[src/rtl/vga_pkg.sv]
// Shared types and constants for the VGA pixel-domain compositor.
package vga_pkg;

  localparam int   COLOR_BITS_DEF = 6;
  localparam int   FRAME_CNT_W    = 16;
  localparam logic SYNC_IDLE      = 1'b0;

  typedef struct packed {
    logic [COLOR_BITS_DEF-1:0] r;
    logic [COLOR_BITS_DEF-1:0] g;
    logic [COLOR_BITS_DEF-1:0] b;
  } rgb_t;

endpackage

[src/rtl/vga_delay_line.sv]
// Fixed-depth shift register with async active-low clear to a parametrised value.
module vga_delay_line #(
  parameter int               WIDTH   = 1,
  parameter int               DEPTH   = 1,
  parameter logic [WIDTH-1:0] RST_VAL = '0
) (
  input  logic             clk_pixel,
  input  logic             rst_n,
  input  logic [WIDTH-1:0] din,
  output logic [WIDTH-1:0] dout
);

  logic [DEPTH-1:0][WIDTH-1:0] pipe_q, pipe_d;

  always_comb begin
    pipe_d    = pipe_q;
    pipe_d[0] = din;
    for (int i = 1; i < DEPTH; i++) pipe_d[i] = pipe_q[i-1];
  end

  always_ff @(posedge clk_pixel or negedge rst_n) begin
    if (!rst_n) pipe_q <= {DEPTH{RST_VAL}};
    else        pipe_q <= pipe_d;
  end

  assign dout = pipe_q[DEPTH-1];

endmodule

[src/rtl/vga_frame_compositor.sv]
// Upscale + wrap-scroll framebuffer fetch, 1-bit layer overlay, sync alignment.
// Scroll registers exist only when VGA_COMPOSITOR_SCROLL_EN is defined.
module vga_frame_compositor
  import vga_pkg::*;
#(
  parameter int                      COLOR_BITS   = 6,
  parameter int                      FB_W_BITS    = 8,
  parameter int                      FB_H_BITS    = 8,
  parameter int                      SCALE_SHIFT  = 2,
  parameter int                      MEM_LATENCY  = 1,
  parameter int                      NUM_LAYERS   = 2,
  parameter logic [3*COLOR_BITS-1:0] BORDER_COLOR = '0
) (
  input  logic                               clk_pixel,
  input  logic                               rst_n,
  input  logic [11:0]                        vga_x,
  input  logic [11:0]                        vga_y,
  input  logic                               video_active,
  input  logic                               vga_hsync,
  input  logic                               vga_vsync,
  input  logic [FB_W_BITS-1:0]               scroll_x,
  input  logic [FB_H_BITS-1:0]               scroll_y,
  output logic                               read_en,
  output logic [FB_H_BITS+FB_W_BITS-1:0]     read_addr,
  input  logic [3*COLOR_BITS-1:0]            read_data,
  output logic [11:0]                        pix_x,
  output logic [11:0]                        pix_y,
  input  logic [NUM_LAYERS-1:0]              layer_mask,
  input  logic [NUM_LAYERS*3*COLOR_BITS-1:0] layer_color,
  output logic [3*COLOR_BITS-1:0]            rgb_out,
  output logic                               hsync_out,
  output logic                               vsync_out,
  output logic [FRAME_CNT_W-1:0]             frame_cnt
);

  localparam int          PW    = 3*COLOR_BITS;
  localparam int          AW    = FB_H_BITS+FB_W_BITS;
  localparam logic [31:0] X_LIM = 32'd1 << (FB_W_BITS+SCALE_SHIFT);
  localparam logic [31:0] Y_LIM = 32'd1 << (FB_H_BITS+SCALE_SHIFT);

  logic [11:0]            pix_x_q, pix_y_q;
  logic                   act_q, inside_q, hs_q, vs_q, vs_prev_q;
  logic                   inside_c, frame_evt;
  logic                   read_en_q, read_en_d;
  logic [AW-1:0]          read_addr_q, read_addr_d;
  logic [FB_W_BITS-1:0]   off_x, col;
  logic [FB_H_BITS-1:0]   off_y, row;
  logic [FRAME_CNT_W-1:0] frame_cnt_q, frame_cnt_d;
  logic [3:0]             dly;
  logic [PW-1:0]          rgb_q, rgb_d;
  logic                   hs_out_q, vs_out_q;

  assign frame_evt = vs_q & ~vs_prev_q;

`ifdef VGA_COMPOSITOR_SCROLL_EN
  logic [FB_W_BITS-1:0] scroll_x_q, scroll_x_d;
  logic [FB_H_BITS-1:0] scroll_y_q, scroll_y_d;

  // Offsets only move at frame boundaries so a frame never tears.
  always_comb begin
    scroll_x_d = scroll_x_q;
    scroll_y_d = scroll_y_q;
    if (frame_evt) begin
      scroll_x_d = scroll_x;
      scroll_y_d = scroll_y;
    end
  end

  always_ff @(posedge clk_pixel or negedge rst_n) begin
    if (!rst_n) begin
      scroll_x_q <= '0;
      scroll_y_q <= '0;
    end else begin
      scroll_x_q <= scroll_x_d;
      scroll_y_q <= scroll_y_d;
    end
  end

  assign off_x = scroll_x_q;
  assign off_y = scroll_y_q;
`else
  logic unused_scroll;
  assign unused_scroll = ^{scroll_x, scroll_y};
  assign off_x = '0;
  assign off_y = '0;
`endif

  // Address is issued alongside stage 1 so read_data lands with the delayed flags.
  always_comb begin
    inside_c    = ({20'd0, vga_x} < X_LIM) && ({20'd0, vga_y} < Y_LIM);
    col         = vga_x[SCALE_SHIFT +: FB_W_BITS] + off_x;
    row         = vga_y[SCALE_SHIFT +: FB_H_BITS] + off_y;
    read_en_d   = video_active & inside_c;
    read_addr_d = read_en_d ? {row, col} : read_addr_q;
    frame_cnt_d = frame_cnt_q;
    if (frame_evt) frame_cnt_d = frame_cnt_q + 16'd1;
  end

  always_ff @(posedge clk_pixel or negedge rst_n) begin
    if (!rst_n) begin
      pix_x_q     <= '0;
      pix_y_q     <= '0;
      act_q       <= 1'b0;
      inside_q    <= 1'b0;
      hs_q        <= SYNC_IDLE;
      vs_q        <= SYNC_IDLE;
      vs_prev_q   <= SYNC_IDLE;
      read_en_q   <= 1'b0;
      read_addr_q <= '0;
      frame_cnt_q <= '0;
    end else begin
      pix_x_q     <= vga_x;
      pix_y_q     <= vga_y;
      act_q       <= video_active;
      inside_q    <= inside_c;
      hs_q        <= vga_hsync;
      vs_q        <= vga_vsync;
      vs_prev_q   <= vs_q;
      read_en_q   <= read_en_d;
      read_addr_q <= read_addr_d;
      frame_cnt_q <= frame_cnt_d;
    end
  end

  vga_delay_line #(
    .WIDTH  (4),
    .DEPTH  (MEM_LATENCY),
    .RST_VAL({SYNC_IDLE, SYNC_IDLE, 2'b00})
  ) u_dly (
    .clk_pixel(clk_pixel),
    .rst_n    (rst_n),
    .din      ({vs_q, hs_q, inside_q, act_q}),
    .dout     (dly)
  );

  // Later layers overwrite earlier ones: highest index wins.
  always_comb begin
    rgb_d = '0;
    if (dly[0]) begin
      rgb_d = dly[1] ? read_data : BORDER_COLOR;
      for (int i = 0; i < NUM_LAYERS; i++)
        if (layer_mask[i]) rgb_d = layer_color[i*PW +: PW];
    end
  end

  always_ff @(posedge clk_pixel or negedge rst_n) begin
    if (!rst_n) begin
      rgb_q    <= '0;
      hs_out_q <= SYNC_IDLE;
      vs_out_q <= SYNC_IDLE;
    end else begin
      rgb_q    <= rgb_d;
      hs_out_q <= dly[2];
      vs_out_q <= dly[3];
    end
  end

  assign read_en   = read_en_q;
  assign read_addr = read_addr_q;
  assign pix_x     = pix_x_q;
  assign pix_y     = pix_y_q;
  assign rgb_out   = rgb_q;
  assign hsync_out = hs_out_q;
  assign vsync_out = vs_out_q;
  assign frame_cnt = frame_cnt_q;

endmodule

[config.mk]
export PLATFORM = sky130hd
export DESIGN_NAME = vga_frame_compositor
export DESIGN_NICKNAME = d
export VERILOG_FILES = /design/src/rtl/vga_pkg.sv /design/src/rtl/vga_delay_line.sv /design/src/rtl/vga_frame_compositor.sv
export SDC_FILE = /design/constraint.sdc
export NUM_CORES = 1
export LEC_CHECK = 0
export CORE_ASPECT_RATIO = 2
export CORE_MARGIN = 5
export CORE_UTILIZATION = 34
export DETAILED_ROUTE_END_ITERATION = 8
export GPL_ROUTABILITY_DRIVEN = 0
export PLACE_DENSITY = 0.75
export SETUP_SLACK_MARGIN = 0.02
export SYNTH_ARGS = -nofsm -noshare
export SYNTH_HDL_FRONTEND = slang
export SYNTH_HIERARCHICAL = 1
export SYNTH_SLANG_ARGS = --single-unit
export TNS_END_PERCENT = 100
[constraint.sdc]
create_clock -name clk_pixel -period 1.23 [get_ports clk_pixel]
set_input_delay 0.3075 -clock clk_pixel [delete_from_list [all_inputs] [get_ports clk_pixel]]
set_output_delay 0.3075 -clock clk_pixel [all_outputs]
set_load 0.1 [all_outputs]
==> run summary, run 1 <==
STA
• **Final period util** 115.3%
• **Worst Skew** 0.007797 ns
• **unrepaired setup endpoints after global routing** true
• **f_max** 704.9 MHz
• **final worst slack** -0.1886 ns
• **Slew Limit Headroom** 73.48%
• **max-slew violation total from the final report** 0
• **final number of setup-violating endpoints** 34
• **Tightest Pin Transition** 0.3978 ns
• **final critical-path required period** 1.419 ns
• **hold violation total from the final report** 0
• **summed negative setup slack over all endpoints** -2.635 ns

Finish
• **share of final-layout standard cells stronger than drive strength 1** 47.44%
• **count of placed standard cells in the final layout, fillers left out** 551
• **Antenna diodes** 0
• **highest-count cells in the layout ignoring fill and taps** 82 x buf_12, 77 x clkdlybuf4s50_1, 63 x dfrtp_1
• **count of nets after finishing** 546
• **fin util** 73.71%
• **most frequent standard cell in the layout excluding fill and tap cells** buf_12
• **Area growth, synth to finish** 111.0%

CTS
• **clock-pin slew on the worst setup and hold paths** 0.06 ns
• **CTS tree** yes
• **Max Root-Sink Buffers** 2
• **clock insertion delay at the later pin of the skew report** 0.33 ns
• **CTS H-tree lvls** 3
• **cell at the root of the clock tree** clkbuf_16
• **CTS sink count** 86
• **Num CTS Buffers** 9

Place
• **DP HPWL** 7449 microns
• **Cells after DPL** 500
• **worst-case setup slack after placement** -0.6591 ns
• **port buffer count** 161

Synthesis
• **leading post-synthesis cells by cell area** dfrtp_1 68%, mux2_4 4.3%, a22oi_1 4.1%
• **EDFF count, synth** 0
• **flip-flop cell with the highest count after synthesis** dfrtp_1
• **total number of yosys warnings** 6
• **share of the synthesized area in the top cell type** 68.36%
• **number of nets produced by synthesis** 332
• **async set-reset flop share out of synthesis** 100.0%
• **sequential-to-total area share from yosys stat** 68.36%
• **instance count of the mapped netlist** 230
• **summed instance area of the synthesized netlist** 0.003148 sq mm
• **mean instance size in the synthesized netlist** 13.69 sq um
• **synthesis-stage register bit count** 86
• **number of distinct standard cells referenced by the synthesized netlist** 26
• **cell taking the most area after synthesis** dfrtp_1

Status
• **outcome** finished, violations left
• **failing checks** setup timing

Run
• **count of maximum capacitance violations** 0

Global route
• **wire length of the first global-routing pass** 15,750 microns
• **Overflow after GRT** 0
• **number of antenna violations at the first check in global routing** 0
• **GRT Util Overall** 17.77%
• **largest net degree at the start of global routing** 56
• **via count of the first global-routing pass** 2,936

Power
• **PwrDens** 1695 mW/mm^2
• **Cell Int Power** 7.008 mW
• **sequential group share of total power** 31.1%
• **sw frac** 37.76%
• **relative contribution of combinational cells to total power** 44.8%
• **static leakage** 2.916 nW
• **power share of the clock group** 24.1%
• **total power draw** 11.26 mW
• **switching power of the nets** 4.252 mW
• **Peak VDD IR** 1.489 mV

Route
• **total via count after detailed routing** 2,666
• **First DRT Iteration DRCs** 146
• **detail-routed via count per cell** 4.838
• **detailed-routing iteration count for the pre-antenna-repair pass** 4
• **total routed wirelength** 10,220 microns
• **total DRC errors in the routed layout** 0
• **antenna viol nets, final** 0
• **mean routed wirelength per cell** 18.54 microns

Critical path
• **arrival time reported for the critical path endpoint** 1.11 ns
• **largest driver fanout on the critical path** 3
• **endpoint kind of the worst setup timing path** output pin
• **maximum cell stage delay along the critical path** 0.50 ns
• **kind of critical path** reg -> out
• **cell class contributing the biggest share of worst-path delay** flip-flops
• **worst-path cell with the longest stage delay** dfrtp_4
• **endpoint required time on the critical path** 0.92 ns
• **list of cells traversed by the critical path** buf_6 > buf_12
• **startpoint type of the worst setup path** flip-flop
• **critical path buffer and inverter count** 2

Floorplan
• **number of placement rows** 49
• **core area** 0.009012 sq mm
• **number of top-level pins** 178
• **Die X-Extent** 78.04 microns
• **Die ar.** 0.01140 sq mm
• **starting utilization of the core area** 34.93%
• **die span in y** 146.1 microns

Min path
• **classification of the worst-slack hold path** in -> reg

[area by class of cell]
class | instances | area, sq um
Sequential cell | 86 | 2208
Timing Repair Buffer | 213 | 2918
Inverter | 2 | 7.507
Clock inverter | 3 | 42.54
Fill cell | 545 | 2370
Clock buffer | 13 | 260.3
Multi-Input combinational cell | 132 | 1079
Tap cell | 102 | 127.6
[per-stage QoR]
stage	hold WS (ns)	area, sq um
2_1_floorplan	0.01191	3231
3_3_place_gp	0.1082	5848
3_5_place_dp	0.1089	5848
4_1_cts	0.08194	6534
5_1_grt	0.07735	6643
6_report	0.09235	6643
[worst paths after layout]
path	startpoint	end	slack, ns	cells past startpoint
worst max-delay path	frame_cnt[0]$_DFFE_PN0P_	frame_cnt[0]	-0.19	2
worst min-delay path	vga_y[10]	pix_y[10]$_DFF_PN0_	0.09	1
worst max register to register	frame_cnt[0]$_DFFE_PN0P_	frame_cnt[6]$_DFFE_PN0P_	-0.18	6
worst min register to register	u_dly/dout[2]$_DFF_PN0_	hsync_out$_DFF_PN0_	0.35	0
max in group asynchronous	rst_n	read_addr[3]$_DFFE_PN0P_	0.34	3
min in group asynchronous	rst_n	rgb_out[14]$_DFF_PN0_	0.32	2
[kinds of logic (layout without fill, tap and decap cells)]
kind of cell,count (synthesis),after routing,synth area share (%)
DFF,86,86,68.36
xor gates and xnor gates,15,15,4.173
adders and majority gates,1,1,0.3974
muxes,17,17,7.154
buffers and inverters,12,231,1.788
AOI/OAI and AO/OA,36,36,7.075
and+or+nand+nor,63,63,11.05
[registers in the layout (all words and copies together), names as in the netlist]
name / cells
read_addr: 16
inside_q: 1
act_q: 1
vsync_out: 1
pix_x: 12
vs_prev_q: 1
hs_q: 1
u_dly/dout: 4
vs_q: 1
frame_cnt: 16
hsync_out: 1
read_en: 1
pix_y: 12
rgb_out: 18
[Yosys cell counts (3+ instances only)]
library cell	number
buf_2	3
mux2_2	8
o21ai_0	17
nor2_1	4
and2_1	17
nand3_1	4
clkbuf_1	4
a22oi_1	17
nor2b_1	3
nand4_1	5
xor2_1	3
nand2_1	22
xnor2_1	12
mux2_4	9
dfrtp_1	86
[per-layer routing]
metal  wire (microns)  track usage (%)  up-vias
met3              561            4.377       19
met2             5908            32.02      111
li1                 -                -     1218
met4              345            8.629        0
met5                0                0        -
met1             3399            18.61     1318
[power groups by stage]
stage	Combinational (mW)	Sequential, mW	Clock, mW
6_report	5.04	3.51	2.71
5_1_grt	5.19	3.54	2.93
4_1_cts	4.92	3.49	2.76
3_5_place_dp	4.52	3.57	0
3_3_place_gp	4.47	3.53	0
2_1_floorplan	0.392	5.60	0
[worst register-to-register path, stage by stage (launching register included)]
cell and delay, ns:
dfrtp_4 0.50, buf_6 0.13, ha_4 0.14, nand3b_1 0.14, nor2_4 0.07, and3_4 0.19, xor2_1 0.13
[what timing repair did]
action	in CTS	in global routing
cloned	3	0
gates resized for setup	51	27
hold buffers	1	0
pin swaps	10	15
endpoints found under the setup margin	117	112
endpoints found under the hold margin	22	0
setup buffers	26	6
No activity file was read; power rests on OpenSTA's default activity.
==> inputs of run 2 (changes only) <==
==> constraint.sdc (replaced) <==
create_clock -name clk_pixel -period 1.23 [get_ports clk_pixel]
set_input_delay 0.3075 -clock clk_pixel [delete_from_list [all_inputs] [get_ports clk_pixel]]
set_output_delay 0.3075 -clock clk_pixel [all_outputs]
set_load 0.005 [all_outputs]
==> run summary, run 2 (same netlist as run 1, synthesis figures left out) <==
CTS
• **cell at the root of the clock tree** clkbuf_16
• **CTS H-tree lvls** 3
• **clock-pin slew on the worst setup and hold paths** 0.06 ns
• **Max Root-Sink Buffers** 2
• **CTS sink count** 86
• **clock insertion delay at the later pin of the skew report** 0.34 ns
• **CTS tree** yes
• **Num CTS Buffers** 9

Place
• **DP HPWL** 7084 microns
• **Cells after DPL** 506
• **port buffer count** 161

STA
• **final worst slack** -0.1395 ns
• **unrepaired setup endpoints after global routing** true
• **hold violation total from the final report** 0
• **Final period util** 111.3%
• **max-slew violation total from the final report** 0
• **f_max** 730.2 MHz
• **final number of setup-violating endpoints** 13
• **Worst Skew** 0.008475 ns
• **Slew Limit Headroom** 72.30%
• **final critical-path required period** 1.370 ns
• **Tightest Pin Transition** 0.4154 ns

Route
• **First DRT Iteration DRCs** 80
• **total routed wirelength** 9924 microns
• **mean routed wirelength per cell** 18.11 microns
• **total via count after detailed routing** 2,623
• **total DRC errors in the routed layout** 0
• **detailed-routing iteration count for the pre-antenna-repair pass** 4
• **detail-routed via count per cell** 4.786
• **antenna viol nets, final** 0

Floorplan
• **die span in y** 146.1 microns
• **Die X-Extent** 78.04 microns
• **starting utilization of the core area** 34.93%
• **core area** 0.009012 sq mm
• **number of placement rows** 49
• **Die ar.** 0.01140 sq mm
• **number of top-level pins** 178

Global route
• **Overflow after GRT** 0
• **number of antenna violations at the first check in global routing** 0
• **largest net degree at the start of global routing** 41
• **GRT Util Overall** 17.52%
• **wire length of the first global-routing pass** 15,390 microns
• **via count of the first global-routing pass** 2,990

Finish
• **most frequent standard cell in the layout excluding fill and tap cells** dfrtp_1
• **flip-flop count of the largest register after layout** 18
• **highest-count cells in the layout ignoring fill and taps** 86 x dfrtp_1, 77 x clkdlybuf4s50_1, 70 x buf_2
• **Filler Cell Count** 748
• **Area growth, synth to finish** 71.98%
• **count of nets after finishing** 544
• **count of placed standard cells in the final layout, fillers left out** 548
• **Antenna diodes** 0
• **share of final-layout standard cells stronger than drive strength 1** 43.27%
• **fin util** 60.07%

Min path
• **classification of the worst-slack hold path** in -> reg

Critical path
• **worst-path cell with the longest stage delay** dfrtp_1
• **cell class contributing the biggest share of worst-path delay** buffers and inverters
• **maximum cell stage delay along the critical path** 0.37 ns
• **startpoint type of the worst setup path** flip-flop
• **kind of critical path** reg -> reg
• **largest driver fanout on the critical path** 6
• **arrival time reported for the critical path endpoint** 1.58 ns
• **endpoint kind of the worst setup timing path** flip-flop
• **list of cells traversed by the critical path** buf_6 > buf_4 > nand4b_1 > nor2_1 > buf_4 > nand4_1 > xnor2_1
• **endpoint required time on the critical path** 1.44 ns
• **critical path buffer and inverter count** 3
• **cell repeated most along the worst path** buf_4

Status
• **outcome** finished, violations left
• **failing checks** setup timing

Power
• **Peak VDD IR** 1.094 mV
• **static leakage** 2.626 nW
• **PwrDens** 1445 mW/mm^2

Run
• **count of maximum capacitance violations** 0

-- run 2: cell count changes in the layout (fill, tap and decap cells not counted), moves of 2 or more --
cell	before	now
buf_12	82	5
buf_2	1	70
dfrtp_1	63	86
dfrtp_2	12	0
dfrtp_4	11	0
clkbuf_2	0	8
a22oi_1	4	0
a22oi_2	13	17
buf_6	13	9
buf_4	33	36
clkbuf_1	2	0
o21ai_0	2	0
o21ai_1	15	17
-- run 2: power by group --
part           internal (mW)  leakage [nW]  total [mW]  switching (mW)
logic                   1.08          1.40        1.77           0.697
registers               3.13          1.07        3.29           0.160
clock network           1.72         0.151        2.76            1.04
-- run 2: what timing repair did --
action / in CTS / in global routing
endpoints found under the setup margin: 115 / 58
hold buffers: 1 / 0
gates cloned: 3 / 0
gates resized for setup: 334 / 50
buffers inserted: 21 / 4
pin swaps: 14 / 13
endpoints found under the hold margin: 9 / 0
-- run 2: per-stage QoR --
| step | total power [mW] | cell area [sq um] | worst slack (ns) | setup TNS, ns | hold WS, ns |
|---|---|---|---|---|---|
| final | 7.825 | 5414 | -0.1395 | -0.8865 | 0.08432 |
| after global routing | 8.179 | 5414 | -0.1747 | -1.582 | 0.06770 |
| after CTS | 7.802 | 5326 | -0.1017 | -0.6553 | 0.1095 |
| after detailed placement | 4.996 | 5049 | -0.6673 | -18.08 | 0.1586 |
| after global placement | 4.928 | 5049 | -0.6158 | -15.67 | 0.1555 |
| after floorplan | 3.775 | 3157 | -0.08946 | -0.8390 | 0.01191 |
-- run 2: cell type report --
cell class              count  area [sq um]  share of cell area, %
clock inverters             3         42.54                 0.7858
inverters                   2         7.507                 0.1387
well taps                 102         127.6                  2.357
flip-flops and latches     86          2152                  39.75
clock buffers              12         266.5                  4.923
repair buffers            211          1713                  31.64
multi-input cells         132          1105                  20.41
-- run 2: worst reg2reg max path: cells and delay by family (launching register included) --
family | cells | cell delay [ns]
DFF | 1 | 0.37
buffers and inverters | 3 | 0.39
and+or+nand+nor | 3 | 0.34
xor gates and xnor gates | 1 | 0.15
-- run 2: path summary, 6_finish.rpt --
| path | start | to | slack [ns] | cells past startpoint |
|---|---|---|---|---|
| worst max-delay path | frame_cnt[0]$_DFFE_PN0P_ | frame_cnt[7]$_DFFE_PN0P_ | -0.14 | 7 |
| max in group asynchronous | rst_n | pix_y[11]$_DFF_PN0_ | 0.42 | 3 |
| min in group asynchronous | rst_n | pix_y[0]$_DFF_PN0_ | 0.36 | 2 |
| worst min-delay path | vga_y[11] | pix_y[11]$_DFF_PN0_ | 0.08 | 1 |
| worst max register to register | frame_cnt[0]$_DFFE_PN0P_ | frame_cnt[7]$_DFFE_PN0P_ | -0.14 | 7 |
| worst min register to register | inside_q$_DFF_PN0_ | u_dly/dout[1]$_DFF_PN0_ | 0.35 | 0 |
-- run 2: metal layers --
metal / wire, microns / up-vias / GRT usage, %
met2: 5450 / 121 / 30.77
met1: 3203 / 1259 / 16.71
met4: 602 / 0 / 11.51
met5: 0 / - / 0
met3: 667 / 37 / 5.857
li1: - / 1206 / -
